File: src/rtl/ifu_fetch_if.sv
// Fetch-stage bundle: decode/CP0 control in, instruction-memory bus, and the IF/ID register out.
interface ifu_fetch_if;
   logic        stall;
   logic        redirect_en;
   logic [31:0] redirect_pc;
   logic        exc_req;
   logic        eret_en;
   logic [31:0] epc;
   logic [31:0] im_addr;
   logic [31:0] im_rd;
   logic [31:0] f_pc;
   logic [31:0] d_instr;
   logic [31:0] d_pc;
   logic        d_valid;
   logic [4:0]  d_exccode;

   modport master (
      input  stall, redirect_en, redirect_pc, exc_req, eret_en, epc, im_rd,
      output im_addr, f_pc, d_instr, d_pc, d_valid, d_exccode
   );

   modport slave (
      output stall, redirect_en, redirect_pc, exc_req, eret_en, epc, im_rd,
      input  im_addr, f_pc, d_instr, d_pc, d_valid, d_exccode
   );
endinterface

File: src/rtl/ifu_fetch.sv
// Instruction fetch: owns the PC, drives instruction memory and fills the IF/ID slot,
// tagging out-of-range or misaligned fetches with AdEL so they never reach D as real words.
module ifu_fetch #(
   parameter logic [31:0] PC_RESET  = 32'h0000_3000,
   parameter logic [31:0] IM_BASE   = 32'h0000_3000,
   parameter int          IM_WORDS  = 4096,
   parameter logic [31:0] EXC_ENTRY = 32'h0000_4180,
   parameter logic [4:0]  EXC_ADEL  = 5'd4
) (
   input logic         clk,
   input logic         reset,
   ifu_fetch_if.master bus
);
   typedef struct packed {
      logic [31:0] instr;
      logic [31:0] pc;
      logic        valid;
      logic [4:0]  exccode;
   } slot_t;

   // 33-bit bound so a window ending at 2^32 cannot wrap
   localparam logic [32:0] IM_LIMIT = {1'b0, IM_BASE} + (33'(IM_WORDS) << 2);

   logic [31:0] pc;
   slot_t       slot;
   logic        fault;
   logic [31:0] fetch_word;

   assign fault      = (pc[1:0] != 2'b00) || (pc < IM_BASE) || ({1'b0, pc} >= IM_LIMIT);
   assign fetch_word = fault ? 32'h0 : bus.im_rd;

   assign bus.im_addr   = pc;
   assign bus.f_pc      = pc;
   assign bus.d_instr   = slot.instr;
   assign bus.d_pc      = slot.pc;
   assign bus.d_valid   = slot.valid;
   assign bus.d_exccode = slot.exccode;

   // exc/eret flush the slot; redirect keeps it (delay slot) and is dropped under stall
   always_ff @(posedge clk) begin
      if (reset) begin
         pc   <= PC_RESET;
         slot <= '0;
      end else if (bus.exc_req) begin
         pc   <= EXC_ENTRY;
         slot <= '0;
      end else if (bus.eret_en) begin
         pc   <= bus.epc;
         slot <= '0;
      end else if (!bus.stall) begin
         pc   <= bus.redirect_en ? bus.redirect_pc : pc + 32'd4;
         slot <= '{instr: fetch_word, pc: pc, valid: 1'b1,
                   exccode: fault ? EXC_ADEL : 5'd0};
      end
   end
endmodule

File: src/flat_wrapper.sv
// flat-port wrapper written by rule: the top's interface ports become plain ports
module ifu_fetch_flat 
#(
   parameter logic [31:0] PC_RESET  = 32'h0000_3000,
   parameter logic [31:0] IM_BASE   = 32'h0000_3000,
   parameter int          IM_WORDS  = 4096,
   parameter logic [31:0] EXC_ENTRY = 32'h0000_4180,
   parameter logic [4:0]  EXC_ADEL  = 5'd4
)
  (clk, reset, bus_stall, bus_redirect_en, bus_redirect_pc, bus_exc_req, bus_eret_en, bus_epc, bus_im_rd, bus_im_addr, bus_f_pc, bus_d_instr, bus_d_pc, bus_d_valid, bus_d_exccode);
  ifu_fetch_if bus_i ();
  input logic clk;
  input logic reset;
  input wire logic [$bits(bus_i.stall)-1:0] bus_stall;
  input wire logic [$bits(bus_i.redirect_en)-1:0] bus_redirect_en;
  input wire logic [$bits(bus_i.redirect_pc)-1:0] bus_redirect_pc;
  input wire logic [$bits(bus_i.exc_req)-1:0] bus_exc_req;
  input wire logic [$bits(bus_i.eret_en)-1:0] bus_eret_en;
  input wire logic [$bits(bus_i.epc)-1:0] bus_epc;
  input wire logic [$bits(bus_i.im_rd)-1:0] bus_im_rd;
  output wire logic [$bits(bus_i.im_addr)-1:0] bus_im_addr;
  output wire logic [$bits(bus_i.f_pc)-1:0] bus_f_pc;
  output wire logic [$bits(bus_i.d_instr)-1:0] bus_d_instr;
  output wire logic [$bits(bus_i.d_pc)-1:0] bus_d_pc;
  output wire logic [$bits(bus_i.d_valid)-1:0] bus_d_valid;
  output wire logic [$bits(bus_i.d_exccode)-1:0] bus_d_exccode;
  assign bus_i.stall = bus_stall;
  assign bus_i.redirect_en = bus_redirect_en;
  assign bus_i.redirect_pc = bus_redirect_pc;
  assign bus_i.exc_req = bus_exc_req;
  assign bus_i.eret_en = bus_eret_en;
  assign bus_i.epc = bus_epc;
  assign bus_i.im_rd = bus_im_rd;
  assign bus_im_addr = bus_i.im_addr;
  assign bus_f_pc = bus_i.f_pc;
  assign bus_d_instr = bus_i.d_instr;
  assign bus_d_pc = bus_i.d_pc;
  assign bus_d_valid = bus_i.d_valid;
  assign bus_d_exccode = bus_i.d_exccode;
  ifu_fetch #(.PC_RESET(PC_RESET), .IM_BASE(IM_BASE), .IM_WORDS(IM_WORDS), .EXC_ENTRY(EXC_ENTRY), .EXC_ADEL(EXC_ADEL)) u_core (.clk(clk), .reset(reset), .bus(bus_i));
endmodule
File: config.mk
export PLATFORM = sky130hd
export DESIGN_NAME = ifu_fetch_flat
export DESIGN_NICKNAME = d
export VERILOG_FILES = /design/src/rtl/ifu_fetch_if.sv /design/src/rtl/ifu_fetch.sv /design/src/flat_wrapper.sv
export SDC_FILE = /design/constraint.sdc
export NUM_CORES = 1
export LEC_CHECK = 0
export CAP_MARGIN = 15
export CORE_ASPECT_RATIO = 2
export CORE_MARGIN = 1
export CORE_UTILIZATION = 45
export DETAILED_ROUTE_END_ITERATION = 16
export PLACE_DENSITY = 0.95
export RECOVER_POWER = 50
export SYNTH_ARGS = -nofsm -noshare
export SYNTH_HDL_FRONTEND = slang
export SYNTH_SLANG_ARGS = --single-unit
File: constraint.sdc
create_clock -name clk -period 3.4 [get_ports clk]
set_input_delay 0.34 -clock clk [delete_from_list [all_inputs] [get_ports clk]]
set_output_delay 0.34 -clock clk [all_outputs]
set_load 0.01 [all_outputs]
==> flow_summary.toml <==
[status]
status = "finished clean"

[setup_path]
cp-end-kind = "register"
cp_max_fo = 20
critPathLaunchType = "input pin"
cpPeakStageDelay_ns = 1.09
worstPathCellList = "dlygate4sd3_1 -> or2_0 -> a221oi_1 -> o21a_1 -> o22a_1"
cp_num_buf_inv = 1
endpoint = "u_core.bus.f_pc[23]"
reg2reg_depth = 5
crit_slowest_cell = "or2_0"
cp.required_ns = 3.63
r2r-end = "u_core.bus.f_pc[26]"
crit_path_start = "bus_exc_req"
r2r_start = "u_core.bus.f_pc[16]"
cp.arrival_ns = 2.85
crit_type = "in2reg"
cp.depth = 5
critPathTopFamily = "simple AND/OR/NAND/NOR gates"
r2r_slack_ns = 1.07

[power]
internal_power_mw = 1.923
switching_share_pct = 27.00
p_seq_share_pct = 46.2
comb_power_share_pct = 16.7
p_switching_mw = 0.7114
pwr-share-clk_pct = 37.1
p_leak_nw = 2.949
p_per_area_nw_per_um2 = 358.6
peakVddDrop_v = 0.0003445

[clock_tree]
clock-sinks = 98
hold_buffers = 0
cts_made_buffers = 9
cts_setup_buffers = 0
cts_resized = 0
clk_latency_ns = 0.35
h-tree-depth = 3
clkTransAtPathRegs_ns = 0.07
clk_path_buf_depth = 2
clock-root-buffer = "clkbuf_16"
cts_tree = "yes"

[timing]
setup_viol = 0
period_share_pct = 77.00
drv_slew = 0
fin_worst_skew_ns = 0.008468
finalHoldViolCount = 0
slew_headroom_pct = 7.736
period_needed_ns = 2.618
fmaxAchievable_mhz = 382.0
worstMarginPinSlew_ns = 1.384
setup_tns_ns = 0
rsz0062_at_grt = "false"

[layout]
n_antenna_cell = 0
nets = 877
drive_gt1_share_pct = 5.398
post-route-util_pct = 67.97
syn_to_final_growth_pct = 47.82

[detailed_routing]
dr.pass1.iters = 5
drt_wl_total_um = 15990
wire_per_inst_um = 17.42
drt-vias-per-instance = 5.710
vias = 5242
drc = 0
drt_iter0_drc = 342
antenna_left = 0

[grt]
grt_pass1_vias = 4983
grt_max_degree = 70
grt_pass1_wl_um = 24270
antenna_found_initial = 0
gr-total-overflow = 0
grt_usage_pct = 27.00

[yosys]
ys.warnings.count = 0
netlist_area_um2 = 4971
yosysUniqueCellTypes = 65
syn_avg_cell_area_um2 = 8.327
synthArstFlopShare_pct = 0
synth_edf_count = 0
yosysSeqAreaShare_pct = 39.47
synth_ff_type = "dfxtp_1"
syn-instance-count = 597
ys_ff_latch = 98

[placed_design]
dp_hpwl_um = 11460
globalplace.congestion = 0.8709
io_buffers = 231

[die]
num_rows = 54
num_io_pins = 236
die_w_um = 76.32
initial_core_util_pct = 45.98
core_area_um2 = 10810
dieArea_um2 = 11500
fp.dieH_um = 150.6

[hold_path]
hold_class = "reg2reg"
hp-start = "u_core.bus.d_valid"

[flow_run]
max_cap_viol_count = 0
## synthesized netlist by cell type, types with 5 or more instances
library cell	instances	area [um2]
o22ai_1	9	56.30
buf_1	10	37.54
nor3_1	11	55.05
nor4_1	11	68.82
buf_4	37	277.8
dfxtp_1	98	1962
nand3_1	11	55.05
mux2i_1	44	440.4
a21oi_1	43	215.2
clkbuf_1	24	90.09
nand2_1	34	127.6
nand4_1	5	31.28
inv_1	12	45.04
a22oi_1	41	307.8
o21ai_0	23	115.1
nor2_1	102	382.9
## registers in the layout, indices dropped and copies added (netlist names), named ones only
register and count:
u_core.bus.f_pc 30, u_core.bus.d_exccode 1, u_core.bus.d_pc 32, u_core.bus.d_instr 32
u_core.bus.d_valid 1
## worst min-delay path by stage
stage                     cells past startpoint  slack [ns]            endpoint
after floorplan                               1        0.41  u_core.bus.f_pc[8]
after global placement                        2        0.44  u_core.bus.d_valid
after detailed placement                      2        0.45  u_core.bus.d_valid
after CTS                                     2        0.46  u_core.bus.d_valid
after global routing                          2        0.49  u_core.bus.d_valid
final                                         2        0.45  u_core.bus.d_valid
## layout by cell type (no fill, tap or decap), drive strengths merged, types with 11 or more instances in the layout
cell	netlist	final
buf	53	14
mux2i	44	44
o21ai	23	23
dfxtp	98	98
nor2	102	102
dlygate4sd3	0	97
inv	12	16
a21oi	43	43
nor4	12	12
nand2	34	34
clkdlybuf4s50	0	132
a22oi	41	41
nand3	11	11
nor3	11	11
## worst register-to-register path, delay by kind of cell, from the launching register on
family | cells | cell delay, ns
AO/OA/AOI/OAI | 1 | 0.13
multiplexers | 1 | 0.31
AND/OR/NAND/NOR | 3 | 1.16
flip-flops | 1 | 0.57
## final cells by class
class | count | area [um2]
clock buffer | 9 | 225.2
inverter | 12 | 45.04
clock inverter | 7 | 60.06
timing repair buffer | 243 | 2395
fill | 835 | 3462
tap | 140 | 175.2
multi-input combinational | 409 | 2486
sequential | 98 | 1962
## per-layer routing
layer / vias up / GRT usage (%) / wire length, um
li1: 2447 / - / -
met1: 2476 / 27.91 / 5804
met2: 264 / 49.77 / 8566
met3: 55 / 6.000 / 1063
met4: 0 / 15.10 / 555
met5: - / 0 / 0
## per-stage QoR
stage | cell area, um2 | setup WS (ns) | power [mW] | cells | hold slack, ns
5_1_grt | 7348 | 0.7217 | 2.730 | 918 | 0.4917
3_5_place_dp | 7064 | 0.9973 | 1.687 | 902 | 0.4472
4_1_cts | 7350 | 1.181 | 2.652 | 918 | 0.4582
2_1_floorplan | 4982 | 1.397 | 1.459 | 600 | 0.4091
6_report | 7348 | 0.7819 | 2.635 | 918 | 0.4545
3_3_place_gp | 7064 | 1.029 | 1.679 | 902 | 0.4357
## power by group through the flow
stage               Combinational [mW]  Sequential (mW)  Clock [mW]
floorplan                        0.220             1.24           0
global placement                 0.436             1.24           0
detailed placement               0.444             1.24           0
CTS                              0.447             1.22       0.988
global route                     0.472             1.22        1.04
finish                           0.440             1.22       0.978
## kinds of logic after synthesis
kind of cell / share of synthesized area [%]
AND/OR/NAND/NOR: 19.31
AO/OA/AOI/OAI: 20.36
flip-flops: 39.47
buffers and inverters: 10.85
multiplexers: 9.086
adder cells (fa/ha/maj): 0.5033
XOR/XNOR: 0.3524
other: 0.07544
Note: power is estimated with default switching activity, not from simulation.
